[config.mk]
export PLATFORM = sky130hd
export DESIGN_NAME = mem_arbiter_flat
export DESIGN_NICKNAME = d
export VERILOG_FILES = /design/src/rtl/mem_arbiter_if.sv /design/src/rtl/mem_arbiter.sv /design/src/flat_wrapper.sv
export SDC_FILE = /design/constraint.sdc
export NUM_CORES = 1
export LEC_CHECK = 0
export CAP_MARGIN = 15
export CORE_AREA = 2 2 106 108
export DETAILED_ROUTE_END_ITERATION = 10
export DIE_AREA = 0 0 108 110
export GPL_TIMING_DRIVEN = 0
export SYNTH_ARGS = -nofsm -noshare
export SYNTH_HDL_FRONTEND = slang
export SYNTH_SLANG_ARGS = --single-unit
[constraint.sdc]
create_clock -name clk -period 2.4 [get_ports clk]
set_input_delay 0.48 -clock clk [delete_from_list [all_inputs] [get_ports clk]]
set_output_delay 0.48 -clock clk [all_outputs]
set_load 0.01 [all_outputs]
[src/rtl/mem_arbiter_if.sv]
// Bus bundle between the instruction/data requesters, the arbiter and the RAM.
// Handshake: a request is accepted in the cycle where req and gnt are both
// high; the response appears exactly one cycle later as a one-cycle rvalid
// pulse. There is no back-pressure on responses.
`ifndef WORD_LEN
`define WORD_LEN 32
`endif

interface mem_arbiter_if #(
  parameter int WLEN = `WORD_LEN
);
  logic            i_req;
  logic [WLEN-1:0] i_addr;
  logic            i_gnt;
  logic            i_rvalid;
  logic [WLEN-1:0] i_rdata;
  logic            i_flush;
  logic            d_req;
  logic            d_we;
  logic [WLEN-1:0] d_addr;
  logic [WLEN-1:0] d_wdata;
  logic            d_gnt;
  logic            d_rvalid;
  logic [WLEN-1:0] d_rdata;
  logic            d_err;
  logic [WLEN-1:0] mem_addr;
  logic            mem_wen;
  logic [WLEN-1:0] mem_wdata;
  logic [WLEN-1:0] mem_rdata;

  // Arbiter view: takes requests and RAM read data, drives grants,
  // responses and the RAM command.
  modport slave (
    input  i_req, i_addr, i_flush, d_req, d_we, d_addr, d_wdata, mem_rdata,
    output i_gnt, i_rvalid, i_rdata, d_gnt, d_rvalid, d_rdata, d_err,
    output mem_addr, mem_wen, mem_wdata
  );

  // Requester / RAM view.
  modport master (
    output i_req, i_addr, i_flush, d_req, d_we, d_addr, d_wdata, mem_rdata,
    input  i_gnt, i_rvalid, i_rdata, d_gnt, d_rvalid, d_rdata, d_err,
    input  mem_addr, mem_wen, mem_wdata
  );
endinterface

[src/rtl/mem_arbiter.sv]
// Two-requester arbiter in front of one single-port synchronous RAM.
// Data side wins by default; the fetch side is guaranteed a slot after
// STARVE_LIMIT consecutive data grants while it waits. Misaligned data
// accesses are answered with an error response without touching the RAM.
`ifndef WORD_LEN
`define WORD_LEN 32
`endif

module mem_arbiter #(
  parameter int WLEN         = `WORD_LEN,
  parameter int STARVE_LIMIT = 4
) (
  input  logic               clk,
  input  logic               rst_n,
  mem_arbiter_if.slave       bus,
  output logic [1:0]         dbg_tag
);

  localparam int CW = $clog2(STARVE_LIMIT + 1);

  // Which response (if any) is due in the next cycle.
  typedef enum logic [1:0] {
    TAG_NONE  = 2'd0,
    TAG_I     = 2'd1,
    TAG_D_LD  = 2'd2,
    TAG_D_ERR = 2'd3
  } tag_e;

  tag_e          tag;
  logic [CW-1:0] starve;
  logic          grant_i;
  logic          grant_d;
  logic          d_misaligned;
  logic          d_access;

  // Grant selection: D over I unless I has waited through STARVE_LIMIT D grants.
  always_comb begin
    grant_i      = bus.i_req && (!bus.d_req || (starve == CW'(STARVE_LIMIT)));
    grant_d      = bus.d_req && !grant_i;
    d_misaligned = (bus.d_addr[1:0] != 2'b00);
    d_access     = grant_d && !d_misaligned;
  end

  // RAM command follows the winning request; idle and misaligned cycles
  // present the fetch address with no write.
  always_comb begin
    bus.mem_addr  = d_access ? bus.d_addr : bus.i_addr;
    bus.mem_wdata = bus.d_wdata;
    bus.mem_wen   = rst_n && d_access && bus.d_we;
    bus.i_gnt     = grant_i;
    bus.d_gnt     = grant_d;
  end

  // Response tag and starvation counter, both loaded from this cycle's grant.
  always_ff @(posedge clk or negedge rst_n) begin
    if (!rst_n) begin
      tag    <= TAG_NONE;
      starve <= '0;
    end else begin
      if (grant_i) begin
        tag <= bus.i_flush ? TAG_NONE : TAG_I;
      end else if (grant_d) begin
        if (d_misaligned)  tag <= TAG_D_ERR;
        else if (bus.d_we) tag <= TAG_NONE;
        else               tag <= TAG_D_LD;
      end else begin
        tag <= TAG_NONE;
      end

      if (!bus.i_req || grant_i) begin
        starve <= '0;
      end else if (grant_d && (starve != CW'(STARVE_LIMIT))) begin
        starve <= starve + 1'b1;
      end
    end
  end

  // Responses: a flush in the response cycle kills a pending fetch result;
  // read data is zeroed whenever its valid is low.
  always_comb begin
    bus.i_rvalid = (tag == TAG_I) && !bus.i_flush;
    bus.i_rdata  = bus.i_rvalid ? bus.mem_rdata : '0;
    bus.d_rvalid = (tag == TAG_D_LD) || (tag == TAG_D_ERR);
    bus.d_err    = (tag == TAG_D_ERR);
    bus.d_rdata  = (tag == TAG_D_LD) ? bus.mem_rdata : '0;
    dbg_tag      = tag;
  end

endmodule

[src/flat_wrapper.sv]
// flat-port wrapper written by rule: the top's interface ports become plain ports
module mem_arbiter_flat 
#(
  parameter int WLEN         = `WORD_LEN,
  parameter int STARVE_LIMIT = 4
)
  (clk, rst_n, dbg_tag, bus_i_req, bus_i_addr, bus_i_flush, bus_d_req, bus_d_we, bus_d_addr, bus_d_wdata, bus_mem_rdata, bus_i_gnt, bus_i_rvalid, bus_i_rdata, bus_d_gnt, bus_d_rvalid, bus_d_rdata, bus_d_err, bus_mem_addr, bus_mem_wen, bus_mem_wdata);
  mem_arbiter_if #(.WLEN(WLEN)) bus_i ();
  input  logic clk;
  input  logic rst_n;
  output logic [1:0] dbg_tag;
  input wire logic [$bits(bus_i.i_req)-1:0] bus_i_req;
  input wire logic [$bits(bus_i.i_addr)-1:0] bus_i_addr;
  input wire logic [$bits(bus_i.i_flush)-1:0] bus_i_flush;
  input wire logic [$bits(bus_i.d_req)-1:0] bus_d_req;
  input wire logic [$bits(bus_i.d_we)-1:0] bus_d_we;
  input wire logic [$bits(bus_i.d_addr)-1:0] bus_d_addr;
  input wire logic [$bits(bus_i.d_wdata)-1:0] bus_d_wdata;
  input wire logic [$bits(bus_i.mem_rdata)-1:0] bus_mem_rdata;
  output wire logic [$bits(bus_i.i_gnt)-1:0] bus_i_gnt;
  output wire logic [$bits(bus_i.i_rvalid)-1:0] bus_i_rvalid;
  output wire logic [$bits(bus_i.i_rdata)-1:0] bus_i_rdata;
  output wire logic [$bits(bus_i.d_gnt)-1:0] bus_d_gnt;
  output wire logic [$bits(bus_i.d_rvalid)-1:0] bus_d_rvalid;
  output wire logic [$bits(bus_i.d_rdata)-1:0] bus_d_rdata;
  output wire logic [$bits(bus_i.d_err)-1:0] bus_d_err;
  output wire logic [$bits(bus_i.mem_addr)-1:0] bus_mem_addr;
  output wire logic [$bits(bus_i.mem_wen)-1:0] bus_mem_wen;
  output wire logic [$bits(bus_i.mem_wdata)-1:0] bus_mem_wdata;
  assign bus_i.i_req = bus_i_req;
  assign bus_i.i_addr = bus_i_addr;
  assign bus_i.i_flush = bus_i_flush;
  assign bus_i.d_req = bus_d_req;
  assign bus_i.d_we = bus_d_we;
  assign bus_i.d_addr = bus_d_addr;
  assign bus_i.d_wdata = bus_d_wdata;
  assign bus_i.mem_rdata = bus_mem_rdata;
  assign bus_i_gnt = bus_i.i_gnt;
  assign bus_i_rvalid = bus_i.i_rvalid;
  assign bus_i_rdata = bus_i.i_rdata;
  assign bus_d_gnt = bus_i.d_gnt;
  assign bus_d_rvalid = bus_i.d_rvalid;
  assign bus_d_rdata = bus_i.d_rdata;
  assign bus_d_err = bus_i.d_err;
  assign bus_mem_addr = bus_i.mem_addr;
  assign bus_mem_wen = bus_i.mem_wen;
  assign bus_mem_wdata = bus_i.mem_wdata;
  mem_arbiter #(.WLEN(WLEN), .STARVE_LIMIT(STARVE_LIMIT)) u_core (.clk(clk), .rst_n(rst_n), .bus(bus_i), .dbg_tag(dbg_tag));
endmodule
After elaboration in Yosys (flattened, before gate mapping)
Index checks and enable logic that the tools add are counted.

operators by class
  $add $sub $neg = 1
  eq/ne operators = 5
  mux-type cells = 10
  reduce and logical (&&, ||, !) cells = 17

operators by type and width
  kind                                           number
  two-way mux 32 bit                             3
  two-way mux 2 bit                              4
  logical AND 1 bit                              7
  two-way mux 3 bit                              2
  zero test 1 bit                                5
  == test 2 bit, second input constant           2
  nonzero test 2 bit                             2
  adder 3 x 1 -> 3 bit, second input constant    1
  == test 3 bit, second input constant           1
  logical OR 1 bit                               3
  != test 3 bit, second input constant           1
  == test 2 x 1 -> 1 bit, second input constant  1
  two-way mux 1 bit                              1

word-level totals
  bits in registers = 5
  input port bits = 134
  output and inout bits = 136
  logic and storage cells = 35

Logic depth before layout (Yosys ltp)
  depth in word-level cells = 8
  gate-level depth with buffers = 6

Worst setup path before layout
OpenSTA, ideal clock, no wires.

  path kind = register -> output
  start = register u_core.starve[0]
  end = output bus_mem_addr[10]
  arrival time = 1355 ps
  required time = 1920 ps
  setup slack = 565 ps
  stages on the path, launching flop included = 7
  path buffers = 1
  path through = dfrtp_1 inv_1 ha_1 nand3_1 nand3_4 buf_6 mux2_4

between the ends
  cells in the longest elaborated chain, start to end = 7

ends and longest elaborated chain
  what                    RTL line            source
  start, declared         mem_arbiter.sv:30   logic [CW-1:0] starve;
  start signal, assigned  mem_arbiter.sv:73   starve <= starve + 1'b1;
  == test 3 bit           mem_arbiter.sv:38   grant_i = bus.i_req && (!bus.d_req || (starve == CW'(STARVE_LIMIT)));
  logical OR 1 bit        mem_arbiter.sv:38
  logical AND 1 bit       mem_arbiter.sv:38
  zero test 1 bit         mem_arbiter.sv:39   grant_d = bus.d_req && !grant_i;
  logical AND 1 bit       mem_arbiter.sv:39
  logical AND 1 bit       mem_arbiter.sv:41   d_access = grant_d && !d_misaligned;
  two-way mux 32 bit      mem_arbiter.sv:47   bus.mem_addr = d_access ? bus.d_addr : bus.i_addr;
  end, declared           flat_wrapper.sv:27  output wire logic [$bits(bus_i.mem_addr)-1:0] bus_mem_addr;

Every way passes these cells.

Final worst setup path
  start = register u_core.starve[0]
  end = output bus_mem_addr[3]

Same word-level chain as after synthesis.

==> out/results.ini <==
[run_status]
status = finished clean

[timing]
worst_pin_slew_ps = 271
fmax_ghz = 0.429
timing.final.crit_share = 0.970
skew_ps = 2.96
rsz0062_at_grt = true
tns_ps = 0
finalSetupViolCount = 0
slew_viol_final = 0
finalHoldViolCount = 0
slew_headroom = 0.818
min_period_ps = 2330

[setup_path]
crit_path_top_delay_cell = dfrtp_1
endpoint_kind = output port
critPathTopFamily = buffers and inverters
critPathLaunch = u_core.starve[0]
crit_type = reg -> out
crit_top_cell = nand3_4
critPathRequiredTime_ps = 1920
cp_cell_sequence = inv_2 -> ha_4 -> nand3_4 -> nand3_4 -> buf_6 -> buf_12 -> buf_4 -> mux2_4 -> buf_2
r2r-start = u_core.starve[1]
slowest_delay_ps = 360
cp.arrival_ps = 1850
worstPathMaxFanout = 10
startpoint_type = flop
path_buf_inv = 5

[yosys]
synth_seq_area_share = 0.0858
synth_edf_count = 0
synth_common_cells = and2_1 (67), buf_4 (32), mux2_4 (28)
ys.flop_type = dfrtp_1
synth_area_leaders = mux2_4 (29%), and2_1 (29%), buf_4 (16%)
synth_area_um2 = 1460
yosysMostFrequentCell = and2_1
ys_warn_count = 0
synthArstFlopShare = 1.00
synth_nets = 304
netlist_instances = 168
syn_area_per_cell_um2 = 8.68
synth.distinct_cells = 23
yosysTopAreaCellShare = 0.288
ys_ff_latch = 5
yosysTopAreaCell = mux2_4

[global_routing]
grt_overflow = 0
grtUsageTotal = 0.103
grt_pass1_wl_mm = 9.84
grt_start_max_net_pins = 11
grt_pass1_vias = 1899
antenna_found_initial = 0

[power_and_ir_drop]
p_leak_nw = 2.13
power_density_nw_per_um2 = 215
finalPower_mw = 0.895
peakVddDrop_mv = 0.285

[detailed_routing]
drc = 0
routedWlPerCell_um = 12.9
drtPass1Iterations = 4
drt_wl_total_mm = 7.24
avgViaCountPerCell = 3.61
ant_nets = 0
num_vias = 2030
drtIter0Drc = 51

[job]
maxCapViolations = 0

[hold_path]
hp-class = in -> async

[clocking]
clock_latency_ps = 220
hold_buffers = 0
clockBufferDepth = 2
ctsRootBufferMaster = clkbuf_8
clock_sinks = 5
clk_pin_slew_worst_paths_ps = 40
cts_buffers = 3
tritoncts = built
htreeDepth = 1

[die]
initial_core_util = 0.136
core_region_area_um2 = 10700
die_area_um2 = 11900
die-height_um = 110
rows = 38
io-pin-count = 270
die_w_um = 108

[layout]
finalNetCount = 559
drive_gt1_frac = 0.275
num_antenna_cells = 0
regArea_um2 = 125
syn_to_final_growth_pct = 186
nFillCells = 1070
multi_input_area_um2 = 1050

[placed_design]
gp_congestion = 0.790
dp.final_hpwl_mm = 6.30
place.port_buffers = 237

-- final timing paths --
path,end,slack [ps],cells past startpoint
setup / recovery,bus_mem_addr[3],70,9
hold / removal,u_core.starve[0],110,1
setup reg to reg,u_core.dbg_tag[0],1210,5
hold reg to reg,u_core.starve[0],560,2
max in group asynchronous,u_core.dbg_tag[0],2080,1
min in group clk,u_core.starve[0],560,2
-- routing by layer --
| layer | GRT usage | vias to the layer above | routed length, um |
|---|---|---|---|
| met5 | 0 | - | 0 |
| met4 | 0.0128 | 0 | 0 |
| met3 | 0.0170 | 0 | 474 |
| met2 | 0.202 | 89 | 4120 |
| met1 | 0.119 | 920 | 2650 |
| li1 | - | 1021 | - |
-- what timing repair did --
action | in CTS | in global routing
gates resized for setup | 99 | 47
setup endpoints to repair | 95 | 61
cloned | 0 | 1
pin swaps | 4 | 1
hold endpoints to repair | 0 | 0
buffers inserted | 7 | 5
-- cells in the final DEF (no fill, tap or decap), drive strengths merged, types with 2 or more instances in the layout --
cell type / instances
and2: 67
buf: 54
clkbuf: 25
clkdlybuf4s15: 7
clkdlybuf4s50: 171
dfrtp: 5
dlygate4sd2: 25
dlymetal6s2s: 14
ha: 2
inv: 4
mux2: 30
nand2: 3
nand3: 3
nor2: 4
nor3b: 2
-- cell families (layout without fill, tap and decap cells) --
| family | count (synthesis) | in the layout | synth area share |
|---|---|---|---|
| AND/OR/NAND/NOR | 81 | 81 | 0.355 |
| buffers and inverters | 46 | 300 | 0.217 |
| multiplexers | 31 | 31 | 0.311 |
| flip-flops | 5 | 5 | 0.0858 |
| AO/OA/AOI/OAI | 3 | 3 | 0.0146 |
| adder cells (fa/ha/maj) | 2 | 2 | 0.0172 |
-- state kept, by name (all words and copies together), names as in the netlist --
| register | cells |
|---|---|
| u_core.starve | 3 |
| u_core.dbg_tag | 2 |
-- per-stage QoR --
step	setup slack (ps)	std cells	utilization	area [um^2]	hold slack (ps)
2_1_floorplan	565	168	-	1460	184
3_3_place_gp	-553	545	0.374	4010	461
3_5_place_dp	-561	545	0.374	4010	467
4_1_cts	0.967	556	0.384	4100	491
5_1_grt	-3.98	562	0.390	4170	119
6_report	71.7	562	0.390	4170	108
-- worst register-to-register path: stages, from the launching register on --
cell       delay, ps
dfrtp_1          380
inv_2             70
ha_4             160
nand2_1           70
a21boi_0         270
o2bb2ai_1        150
-- where the power goes --
part           switching, mW  leakage (nW)  internal (mW)
Clock                 0.0410        0.0228          0.114
Sequential           0.00429        0.0647         0.0888
Combinational          0.210          2.05          0.437
Total                  0.255          2.13          0.640
-- layout make-up --
cell class                 instances  area share
buffer                            42      0.0822
clock buffer                       4      0.0108
inverter                           4     0.00360
multi-input combinational        117       0.251
sequential                         5      0.0300
tap                              140      0.0420
timing repair buffer             250       0.580
No activity file was read; power rests on OpenSTA's default activity.
